===== src/rtl/muldiv_if.sv =====
// Start/busy/done handshake and HI/LO readback bundle for the iterative multiply/divide unit.
interface muldiv_if #(parameter int WIDTH = 32);
  logic             start;
  logic [2:0]       op;
  logic [WIDTH-1:0] a;
  logic [WIDTH-1:0] b;
  logic             flush;
  logic             busy;
  logic             done;
  logic [WIDTH-1:0] hi;
  logic [WIDTH-1:0] lo;

  modport master (output start, op, a, b, flush, input busy, done, hi, lo);
  modport slave  (input start, op, a, b, flush, output busy, done, hi, lo);
endinterface


===== src/rtl/muldiv_unit.sv =====
// Iterative MULT/MULTU/DIV/DIVU unit with architectural HI/LO, one step per clock over WIDTH cycles.
// Optional MADD/MSUB accumulate ops are enabled by defining MULDIV_MADD_EN.
module muldiv_unit #(
  parameter int WIDTH = 32
) (
  input  logic     clk,
  input  logic     rst,
  muldiv_if.slave  bus
);
  localparam int CW = $clog2(WIDTH);

  localparam logic [2:0] OP_MULT  = 3'b000;
  localparam logic [2:0] OP_MULTU = 3'b001;
  localparam logic [2:0] OP_DIV   = 3'b010;
  localparam logic [2:0] OP_DIVU  = 3'b011;
  localparam logic [2:0] OP_MTHI  = 3'b100;
  localparam logic [2:0] OP_MTLO  = 3'b101;
  localparam logic [2:0] OP_MADD  = 3'b110;
  localparam logic [2:0] OP_MSUB  = 3'b111;

  typedef enum logic {IDLE = 1'b0, RUN = 1'b1} state_t;

  state_t             state_q, state_d;
  logic [CW-1:0]      cnt_q, cnt_d;
  logic [2:0]         op_q, op_d;
  logic [2*WIDTH-1:0] prod_q, prod_d;
  logic [WIDTH-1:0]   opnd_q, opnd_d;
  logic [WIDTH-1:0]   a_q, a_d;
  logic [WIDTH-1:0]   hi_q, hi_d;
  logic [WIDTH-1:0]   lo_q, lo_d;
  logic               neg_q, neg_d;
  logic               rem_neg_q, rem_neg_d;
  logic               busy_q, busy_d;
  logic               done_q, done_d;

  logic [WIDTH:0]     add_s, trial_s, diff_s;
  logic [2*WIDTH-1:0] step_s, prod_res_s;
  logic [WIDTH-1:0]   quot_s, rem_s, res_hi_s, res_lo_s, abs_a_s, abs_b_s;
  logic               sa_s, sb_s, is_div_s;

  function automatic logic op_legal(input logic [2:0] op);
`ifdef MULDIV_MADD_EN
    return 1'b1;
`else
    return (op[2:1] != 2'b11);
`endif
  endfunction

  function automatic logic op_signed(input logic [2:0] op);
    return (op == OP_MULT) || (op == OP_DIV) || (op == OP_MADD) || (op == OP_MSUB);
  endfunction

  function automatic logic op_is_div(input logic [2:0] op);
    return (op[2:1] == 2'b01);
  endfunction

  // Operand magnitudes and signs for the op being offered at the accept edge
  always_comb begin
    sa_s     = op_signed(bus.op) && bus.a[WIDTH-1];
    sb_s     = op_signed(bus.op) && bus.b[WIDTH-1];
    abs_a_s  = sa_s ? -bus.a : bus.a;
    abs_b_s  = sb_s ? -bus.b : bus.b;
    is_div_s = op_is_div(bus.op);
  end

  // One iteration: multiply shifts the multiplier out of prod_q's low half while
  // summing into the high half; divide shifts the dividend into a restoring remainder.
  always_comb begin
    add_s   = {1'b0, prod_q[2*WIDTH-1:WIDTH]} + {1'b0, opnd_q};
    trial_s = prod_q[2*WIDTH-1:WIDTH-1];
    diff_s  = trial_s - {1'b0, opnd_q};
    if (op_is_div(op_q)) begin
      if (!diff_s[WIDTH]) begin
        step_s = {diff_s[WIDTH-1:0], prod_q[WIDTH-2:0], 1'b1};
      end else begin
        step_s = {trial_s[WIDTH-1:0], prod_q[WIDTH-2:0], 1'b0};
      end
    end else if (prod_q[0]) begin
      step_s = {add_s, prod_q[WIDTH-1:1]};
    end else begin
      step_s = {1'b0, prod_q[2*WIDTH-1:1]};
    end
  end

  // Sign-corrected final result from the last step; HI/LO cannot change mid-op,
  // so the live HI/LO equal the accumulator sampled at acceptance.
  always_comb begin
    prod_res_s = neg_q ? -step_s : step_s;
    quot_s     = neg_q ? -step_s[WIDTH-1:0] : step_s[WIDTH-1:0];
    rem_s      = rem_neg_q ? -step_s[2*WIDTH-1:WIDTH] : step_s[2*WIDTH-1:WIDTH];
    res_hi_s   = hi_q;
    res_lo_s   = lo_q;
    case (op_q)
      OP_MULT, OP_MULTU: {res_hi_s, res_lo_s} = prod_res_s;
      OP_DIV, OP_DIVU: begin
        if (opnd_q == {WIDTH{1'b0}}) begin
          res_hi_s = a_q;
          res_lo_s = {WIDTH{1'b1}};
        end else begin
          res_hi_s = rem_s;
          res_lo_s = quot_s;
        end
      end
`ifdef MULDIV_MADD_EN
      OP_MADD: {res_hi_s, res_lo_s} = {hi_q, lo_q} + prod_res_s;
      OP_MSUB: {res_hi_s, res_lo_s} = {hi_q, lo_q} - prod_res_s;
`endif
      default: {res_hi_s, res_lo_s} = {hi_q, lo_q};
    endcase
  end

  // Next-state and register updates for the IDLE/RUN controller
  always_comb begin
    state_d   = state_q;
    cnt_d     = cnt_q;
    op_d      = op_q;
    prod_d    = prod_q;
    opnd_d    = opnd_q;
    a_d       = a_q;
    hi_d      = hi_q;
    lo_d      = lo_q;
    neg_d     = neg_q;
    rem_neg_d = rem_neg_q;
    busy_d    = busy_q;
    done_d    = 1'b0;
    case (state_q)
      IDLE: begin
        if (bus.start && !bus.flush && op_legal(bus.op)) begin
          case (bus.op)
            OP_MTHI: hi_d = bus.a;
            OP_MTLO: lo_d = bus.a;
            default: begin
              state_d   = RUN;
              busy_d    = 1'b1;
              cnt_d     = {CW{1'b0}};
              op_d      = bus.op;
              a_d       = bus.a;
              neg_d     = sa_s ^ sb_s;
              rem_neg_d = sa_s;
              prod_d    = {{WIDTH{1'b0}}, is_div_s ? abs_a_s : abs_b_s};
              opnd_d    = is_div_s ? abs_b_s : abs_a_s;
            end
          endcase
        end else begin
          state_d = IDLE;
        end
      end
      RUN: begin
        if (bus.flush) begin
          state_d = IDLE;
          busy_d  = 1'b0;
        end else begin
          prod_d = step_s;
          cnt_d  = cnt_q + 1'b1;
          if (cnt_q == CW'(WIDTH - 1)) begin
            state_d = IDLE;
            busy_d  = 1'b0;
            done_d  = 1'b1;
            hi_d    = res_hi_s;
            lo_d    = res_lo_s;
          end else begin
            state_d = RUN;
          end
        end
      end
      default: begin
        state_d = IDLE;
        busy_d  = 1'b0;
      end
    endcase
  end

  // State register with asynchronous reset
  always_ff @(posedge clk or posedge rst) begin
    if (rst) begin
      state_q   <= IDLE;
      cnt_q     <= {CW{1'b0}};
      op_q      <= 3'b000;
      prod_q    <= {(2*WIDTH){1'b0}};
      opnd_q    <= {WIDTH{1'b0}};
      a_q       <= {WIDTH{1'b0}};
      hi_q      <= {WIDTH{1'b0}};
      lo_q      <= {WIDTH{1'b0}};
      neg_q     <= 1'b0;
      rem_neg_q <= 1'b0;
      busy_q    <= 1'b0;
      done_q    <= 1'b0;
    end else begin
      state_q   <= state_d;
      cnt_q     <= cnt_d;
      op_q      <= op_d;
      prod_q    <= prod_d;
      opnd_q    <= opnd_d;
      a_q       <= a_d;
      hi_q      <= hi_d;
      lo_q      <= lo_d;
      neg_q     <= neg_d;
      rem_neg_q <= rem_neg_d;
      busy_q    <= busy_d;
      done_q    <= done_d;
    end
  end

  assign bus.busy = busy_q;
  assign bus.done = done_q;
  assign bus.hi   = hi_q;
  assign bus.lo   = lo_q;
endmodule


===== src/flat_wrapper.sv =====
// flat-port wrapper written by rule: the top's interface ports become plain ports
module muldiv_unit_flat 
#(
  parameter int WIDTH = 32
)
  (clk, rst, bus_start, bus_op, bus_a, bus_b, bus_flush, bus_busy, bus_done, bus_hi, bus_lo);
  muldiv_if #(.WIDTH(WIDTH)) bus_i ();
  input  logic clk;
  input  logic rst;
  input wire logic [$bits(bus_i.start)-1:0] bus_start;
  input wire logic [$bits(bus_i.op)-1:0] bus_op;
  input wire logic [$bits(bus_i.a)-1:0] bus_a;
  input wire logic [$bits(bus_i.b)-1:0] bus_b;
  input wire logic [$bits(bus_i.flush)-1:0] bus_flush;
  output wire logic [$bits(bus_i.busy)-1:0] bus_busy;
  output wire logic [$bits(bus_i.done)-1:0] bus_done;
  output wire logic [$bits(bus_i.hi)-1:0] bus_hi;
  output wire logic [$bits(bus_i.lo)-1:0] bus_lo;
  assign bus_i.start = bus_start;
  assign bus_i.op = bus_op;
  assign bus_i.a = bus_a;
  assign bus_i.b = bus_b;
  assign bus_i.flush = bus_flush;
  assign bus_busy = bus_i.busy;
  assign bus_done = bus_i.done;
  assign bus_hi = bus_i.hi;
  assign bus_lo = bus_i.lo;
  muldiv_unit #(.WIDTH(WIDTH)) u_core (.clk(clk), .rst(rst), .bus(bus_i));
endmodule

===== config.mk =====
export PLATFORM = sky130hd
export DESIGN_NAME = muldiv_unit_flat
export DESIGN_NICKNAME = d
export VERILOG_FILES = /design/src/rtl/muldiv_if.sv /design/src/rtl/muldiv_unit.sv /design/src/flat_wrapper.sv
export SDC_FILE = /design/constraint.sdc
export NUM_CORES = 1
export LEC_CHECK = 0
export CORE_MARGIN = 2
export CORE_UTILIZATION = 50
export DETAILED_ROUTE_END_ITERATION = 10
export DONT_BUFFER_PORTS = 1
export GPL_ROUTABILITY_DRIVEN = 0
export PLACE_DENSITY = 0.63
export SKIP_CTS_REPAIR_TIMING = 1
export SLEW_MARGIN = 30
export SYNTH_ARGS = -nofsm -noshare
export SYNTH_HDL_FRONTEND = slang
export SYNTH_SLANG_ARGS = --single-unit
export TNS_END_PERCENT = 1

===== constraint.sdc =====
create_clock -name clk -period 10 [get_ports clk]
set_input_delay 2 -clock clk [delete_from_list [all_inputs] [get_ports clk]]
set_output_delay 2 -clock clk [all_outputs]
set_load 0.1 [all_outputs]

# Word-level counts from Yosys, hierarchy flattened
# Cells that the tools add are included.
[totals]
ff_bits = 205
out_inout_bits = 66
word_cells = 107
[classes]
add_sub_neg = 8
eq_ne = 20
mux = 45
bitwise_logic = 3
n_reduce_logical = 19
[op_table]
columns = ["op", "n"]
rows = [
  ["2-to-1 mux 32 bit", 16],
  ["2-to-1 mux 64 bit", 7],
  ["one-hot mux 32 bit (2 select lines)", 4],
  ["negation 32 bit", 4],
  ["one-hot mux 64 bit (2 select lines)", 1],
  ["negation 64 bit", 1],
  ["adder 32 x 32 -> 33 bit", 1],
  ["subtractor 33 x 32 -> 33 bit", 1],
  ["logical NOT 32 bit", 1],
  ["2-to-1 mux 5 bit", 3],
  ["== test 3 bit, second input constant", 4],
  ["!= test 2 bit, second input constant", 6],
  ["2-to-1 mux 1 bit", 11],
  ["one-hot mux 5 bit (2 select lines)", 1],
  ["AND reduction 5 bit", 2],
  ["== test 3 x 2 -> 1 bit, second input constant", 3],
  ["AND reduction 3 bit", 3],
  ["logical NOT 3 bit", 2],
  ["!= test 3 bit, second input constant", 2],
  ["OR reduction 2 bit", 3],
  ["adder 5 x 1 -> 5 bit, second input constant", 1],
  ["== test 5 bit, second input constant", 1],
  ["== test 2 x 1 -> 1 bit, second input constant", 2],
  ["logical AND 1 bit", 4],
  ["7 further kinds", 11],
]

# Longest topological paths before layout
[depth]
ltp_word = 10
mapped_depth = 23

# Least setup slack after synthesis
# Ideal clock, no wire load.
[synth_path]
kind = "flip-flop to flip-flop"
start = "register u_core.opnd_q[0]"
end = "register u_core.hi_q[26] (netlist: u_core.bus.hi[26])"
arrival_time_ps = 4848
slack_ps = 5018
path_stages_with_launch = 22
synth_period_minus_slack_ps = 4982
path_cell_list = "dfrtp_1 ha_1 fa_1 nand2b_1 a21o_1 a211o_1 a21oi_2 o21ai_4 buf_2 nand3_2 nand2_1 inv_1 ha_1 nand4_1 or3_1 or3b_1 nor4_2 nand2_1 o31ai_1 xnor2_1 a221oi_2 o31ai_1"
[synth_via]
elab_chain_len = 10
[synth_rtl]
columns = ["item", "line", "source"]
rows = [
  ["start: declaration", "muldiv_unit.sv:27", "logic [WIDTH-1:0] opnd_q, opnd_d;"],
  ["start signal: assignment", "muldiv_unit.sv:180", "opnd_q <= {WIDTH{1'b0}};"],
  ["start signal: assignment", "muldiv_unit.sv:193", "opnd_q <= opnd_d;"],
  ["subtractor 33 x 32 -> 33 bit or adder 32 x 32 -> 33 bit (tied branches)", "muldiv_unit.sv:71, muldiv_unit.sv:69", ""],
  ["2-to-1 mux 64 bit (on tied branches)", "muldiv_unit.sv:73, muldiv_unit.sv:78", ""],
  ["2-to-1 mux 64 bit", "muldiv_unit.sv:72", "if (op_is_div(op_q)) begin"],
  ["negation 32 bit", "muldiv_unit.sv:90", "rem_s = rem_neg_q ? -step_s[2*WIDTH-1:WIDTH] : step_s[2*WIDTH-1:WIDTH];"],
  ["2-to-1 mux 32 bit", "muldiv_unit.sv:90", ""],
  ["2-to-1 mux 32 bit", "muldiv_unit.sv:96", "if (opnd_q == {WIDTH{1'b0}}) begin"],
  ["one-hot mux 32 bit (2 select lines) *", "muldiv_unit.sv:93", "case (op_q)"],
  ["2-to-1 mux 32 bit *", "muldiv_unit.sv:155", "if (cnt_q == CW'(WIDTH - 1)) begin"],
  ["2-to-1 mux 32 bit *", "muldiv_unit.sv:149", "if (bus.flush) begin"],
  ["one-hot mux 32 bit (2 select lines) *", "muldiv_unit.sv:126", "case (state_q)"],
  ["end signal: assignment", "muldiv_unit.sv:182", "hi_q <= {WIDTH{1'b0}};"],
  ["end signal: assignment", "muldiv_unit.sv:195", "hi_q <= hi_d;"],
  ["end: declaration", "muldiv_unit.sv:29", "logic [WIDTH-1:0] hi_q, hi_d;"],
]
# Every way passes the cells marked *; elsewhere a longest branch is shown, timed or not. The select of a mux whose other input is x is not followed.
# A chain may end at the register's enable or synchronous reset.

# Final worst setup path
# Same ends and word-level chain as after synthesis.

==> results.cfg <==
[cts]
clk_pin_slew_ns = 0.06
htreeDepth = 1
cts_tree = built
cts_made_buffers = 26
cts_root_buffer = clkbuf_16
clk_latency_ns = 0.56
cts_buffer_depth = 3
cts.sinks = 204

[yosys]
synth_nets = 2644
ys_warn_count = 0
synth.distinct_cells = 101
synth.avg_cell_area_um2 = 7.550
synth_seq_cells = 204
synthFlopType = dfrtp_1
syn_area_um2 = 18880
ys_seq_area_share_pct = 27.04
synth_edf_count = 0
syn-instance-count = 2501
async_flop_share_pct = 100.0

[global_routing]
grt_pass1_wl_um = 113500
first_global_vias = 18430
gr-total-overflow = 0
antenna_found_initial = 1
groute.usage.overall_pct = 38.47
grt_max_degree = 87

[critical_path]
worstSetupPathDepth = 20
critPathRequiredTime_ns = 10.43
cp_top_family = simple AND/OR/NAND/NOR gates
crit_type = flip-flop to flip-flop
reg2reg_depth = 20
cp_slowest_cell = nor4_2
worstPathCellList = ha_1, fa_1, nand2b_1, a21o_1, a211o_1, a21oi_2, o21ai_4, nand3_2, nand2_1, inv_1, ha_1, nand4_1, or3_1, or3b_1, nor4_2, nand2_1, o31ai_1, xnor2_1, a221oi_2, o31ai_1
crit_path_max_fanout = 19
r2r_start = u_core.opnd_q[0]
reg2reg_to = u_core.bus.hi[26]
arrival_ns = 6.35
crit_end = u_core.bus.hi[26]
critPathBufInv = 1
rrSetupSlack_ns = 4.08
slowest_delay_ns = 0.54
end_kind = flip-flop
crit_start = u_core.opnd_q[0]
start_kind = flip-flop

[detailed_routing]
post-route-drc-count = 0
firstDrtPassIters = 5
wire_per_inst_um = 26.26
via_per_inst = 6.746
postRouteAntennaNets = 0
vias = 19670
wl_um = 76540
drtIter0Drc = 2380

[layout]
mostFrequentLayoutCell = nand2_1
syn2layout_area_growth_pct = 5.950
drive_above_1_share_pct = 6.866
final_cell_mix = 375 x nand2_1, 236 x o21ai_0, 200 x dfrtp_1
layout.nets = 2526

[floorplanning]
ios = 137
rows = 71
die_area_um2 = 39330
start_util_pct = 50.49
die_h_um = 198.3
die_x_um = 198.3
core_um2 = 37400

[sta]
fin_crit_ns = 5.921
finClkSkew_ns = 0.01191
fin_tns_setup_ns = 0
fmax_ghz = 0.1689
rsz0062_at_grt = no
hold_violations = 0
fin_crit_sh_pct = 59.21
worst_pin_slew_ns = 0.9979
slew_violations = 0
maxSlewHeadroom_pct = 33.16
setup_ws_ns = 4.079
finalSetupViolations = 0

[min_path]
hold_class = flip-flop to flip-flop

[run_status]
status = finished clean

[place]
dpl.hpwl_um = 57790
dp_worst_setup_slack_ns = 4.184
io_buffers = 0

[pwr]
power.density_nw_per_um2 = 324.5
p_leak_nw = 8.205
ir_worst_vdd_mv = 0.1915

[flow_run]
cap_violations = 0
[cells in the mapped netlist, types with 6 or more instances]
cell | number | area [µm²]
a211o_1 | 10 | 87.58
a211oi_1 | 34 | 255.2
a21boi_0 | 8 | 60.06
a21o_1 | 34 | 255.2
a21oi_1 | 193 | 965.9
a221o_1 | 6 | 60.06
a221oi_1 | 7 | 61.31
a22o_1 | 21 | 183.9
a311oi_1 | 7 | 61.31
a31oi_1 | 26 | 162.7
a41oi_1 | 6 | 52.55
and2_1 | 13 | 81.33
and3_1 | 33 | 206.5
buf_1 | 19 | 71.32
buf_2 | 28 | 140.1
buf_4 | 6 | 45.04
clkbuf_1 | 121 | 454.2
dfrtp_1 | 204 | 5105
ha_1 | 70 | 875.8
inv_1 | 69 | 259.0
mux2i_1 | 47 | 470.5
nand2_1 | 378 | 1419
nand2b_1 | 16 | 100.1
nand3_1 | 57 | 285.3
nand3_2 | 6 | 60.06
nand4_1 | 34 | 212.7
nor2_1 | 195 | 732.0
nor2b_1 | 15 | 93.84
nor3_1 | 57 | 285.3
nor3_2 | 7 | 70.07
nor4_1 | 35 | 219.0
o211ai_1 | 48 | 360.4
o21a_1 | 10 | 75.07
o21ai_0 | 237 | 1186
o21ai_1 | 13 | 65.06
o221ai_1 | 9 | 78.83
o22ai_1 | 43 | 269.0
o31ai_1 | 27 | 202.7
o41ai_1 | 13 | 113.9
or3_1 | 25 | 156.4
xnor2_1 | 92 | 805.8
xor2_1 | 87 | 762.0
[cell type report]
class	instances	area, µm²
Tap cell	511	639.4
Fill cell	3602	17390
Clock inverter	16	197.7
Inverter	71	274.0
Multi-Input combinational cell	2049	12840
Sequential cell	204	5115
Clock buffer	32	704.4
Timing Repair Buffer	31	232.7
Antenna cell	1	2.502
[flip-flops by register name, indices dropped and copies added, names as in the netlist]
| signal | count |
|---|---|
| u_core.rem_neg_q | 1 |
| u_core.bus.lo | 32 |
| u_core.prod_q | 64 |
| u_core.state_q | 1 |
| u_core.cnt_q | 5 |
| u_core.neg_q | 1 |
| u_core.bus.done | 1 |
| u_core.a_q | 32 |
| u_core.opnd_q | 32 |
| u_core.bus.busy | 1 |
| u_core.bus.hi | 32 |
| u_core.op_q | 2 |
[layer usage]
layer | part of all wire [%] | track usage, % | vias to the layer above
li1 | - | - | 8871
met1 | 39 | 49.82 | 9407
met3 | 10 | 7.750 | 236
met4 | 7.0 | 23.36 | 0
met2 | 44 | 59.10 | 1152
met5 | 0 | 0 | -
[metrics by stage]
step	util (%)	total power, W	area, µm²	cells	hold slack, ns
final	53.49	0.006492	20010	2915	0.4711
after global routing	53.48	0.006804	20000	2914	0.5023
after CTS	53.44	0.006371	19990	2914	0.4722
after detailed placement	51.03	0.005344	19080	2866	0.4576
after global placement	50.98	0.005304	19060	2865	0.4534
after floorplan	-	0.004392	18880	2501	0.4404
[report_power, final]
part,total [W],internal (W),switching (W)
sequential,0.00203,0.00105,0.000980
combinational,0.00345,0.00118,0.00227
clock,0.00102,0.000605,0.000413
total,0.00649,0.00283,0.00367
[worst min-delay path, cell delays in order, from the launching register on]
cell and delay [ns]:
dfrtp_1 0.34, nand2_1 0.05, nand2_1 0.05
[logic make-up (layout without fill, tap and decap cells)]
group                    count (synthesis)  after routing  synth area share (%)
AND/OR/NAND/NOR                        917            917                 23.15
flip-flops                             204            204                 27.04
other                                    0              1                     0
XOR/XNOR                               179            179                 8.303
adder cells (fa/ha/maj)                 72             72                 4.851
buffers and inverters                  248            150                 5.354
AO/OA/AOI/OAI                          829            829                 28.52
multiplexers                            52             52                 2.790
[worst min path at each step]
| stage | depth (start not counted) | endpoint | slack, ns | start |
|---|---|---|---|---|
| floorplan | 2 | u_core.a_q[11] | 0.44 | u_core.a_q[11] |
| global placement | 2 | u_core.a_q[11] | 0.45 | u_core.a_q[11] |
| detailed placement | 2 | u_core.a_q[11] | 0.46 | u_core.a_q[11] |
| CTS | 2 | u_core.a_q[11] | 0.47 | u_core.a_q[11] |
| global route | 2 | u_core.a_q[4] | 0.50 | u_core.a_q[4] |
| finish | 2 | u_core.a_q[11] | 0.47 | u_core.a_q[11] |
No activity file was read; power rests on OpenSTA's default activity.
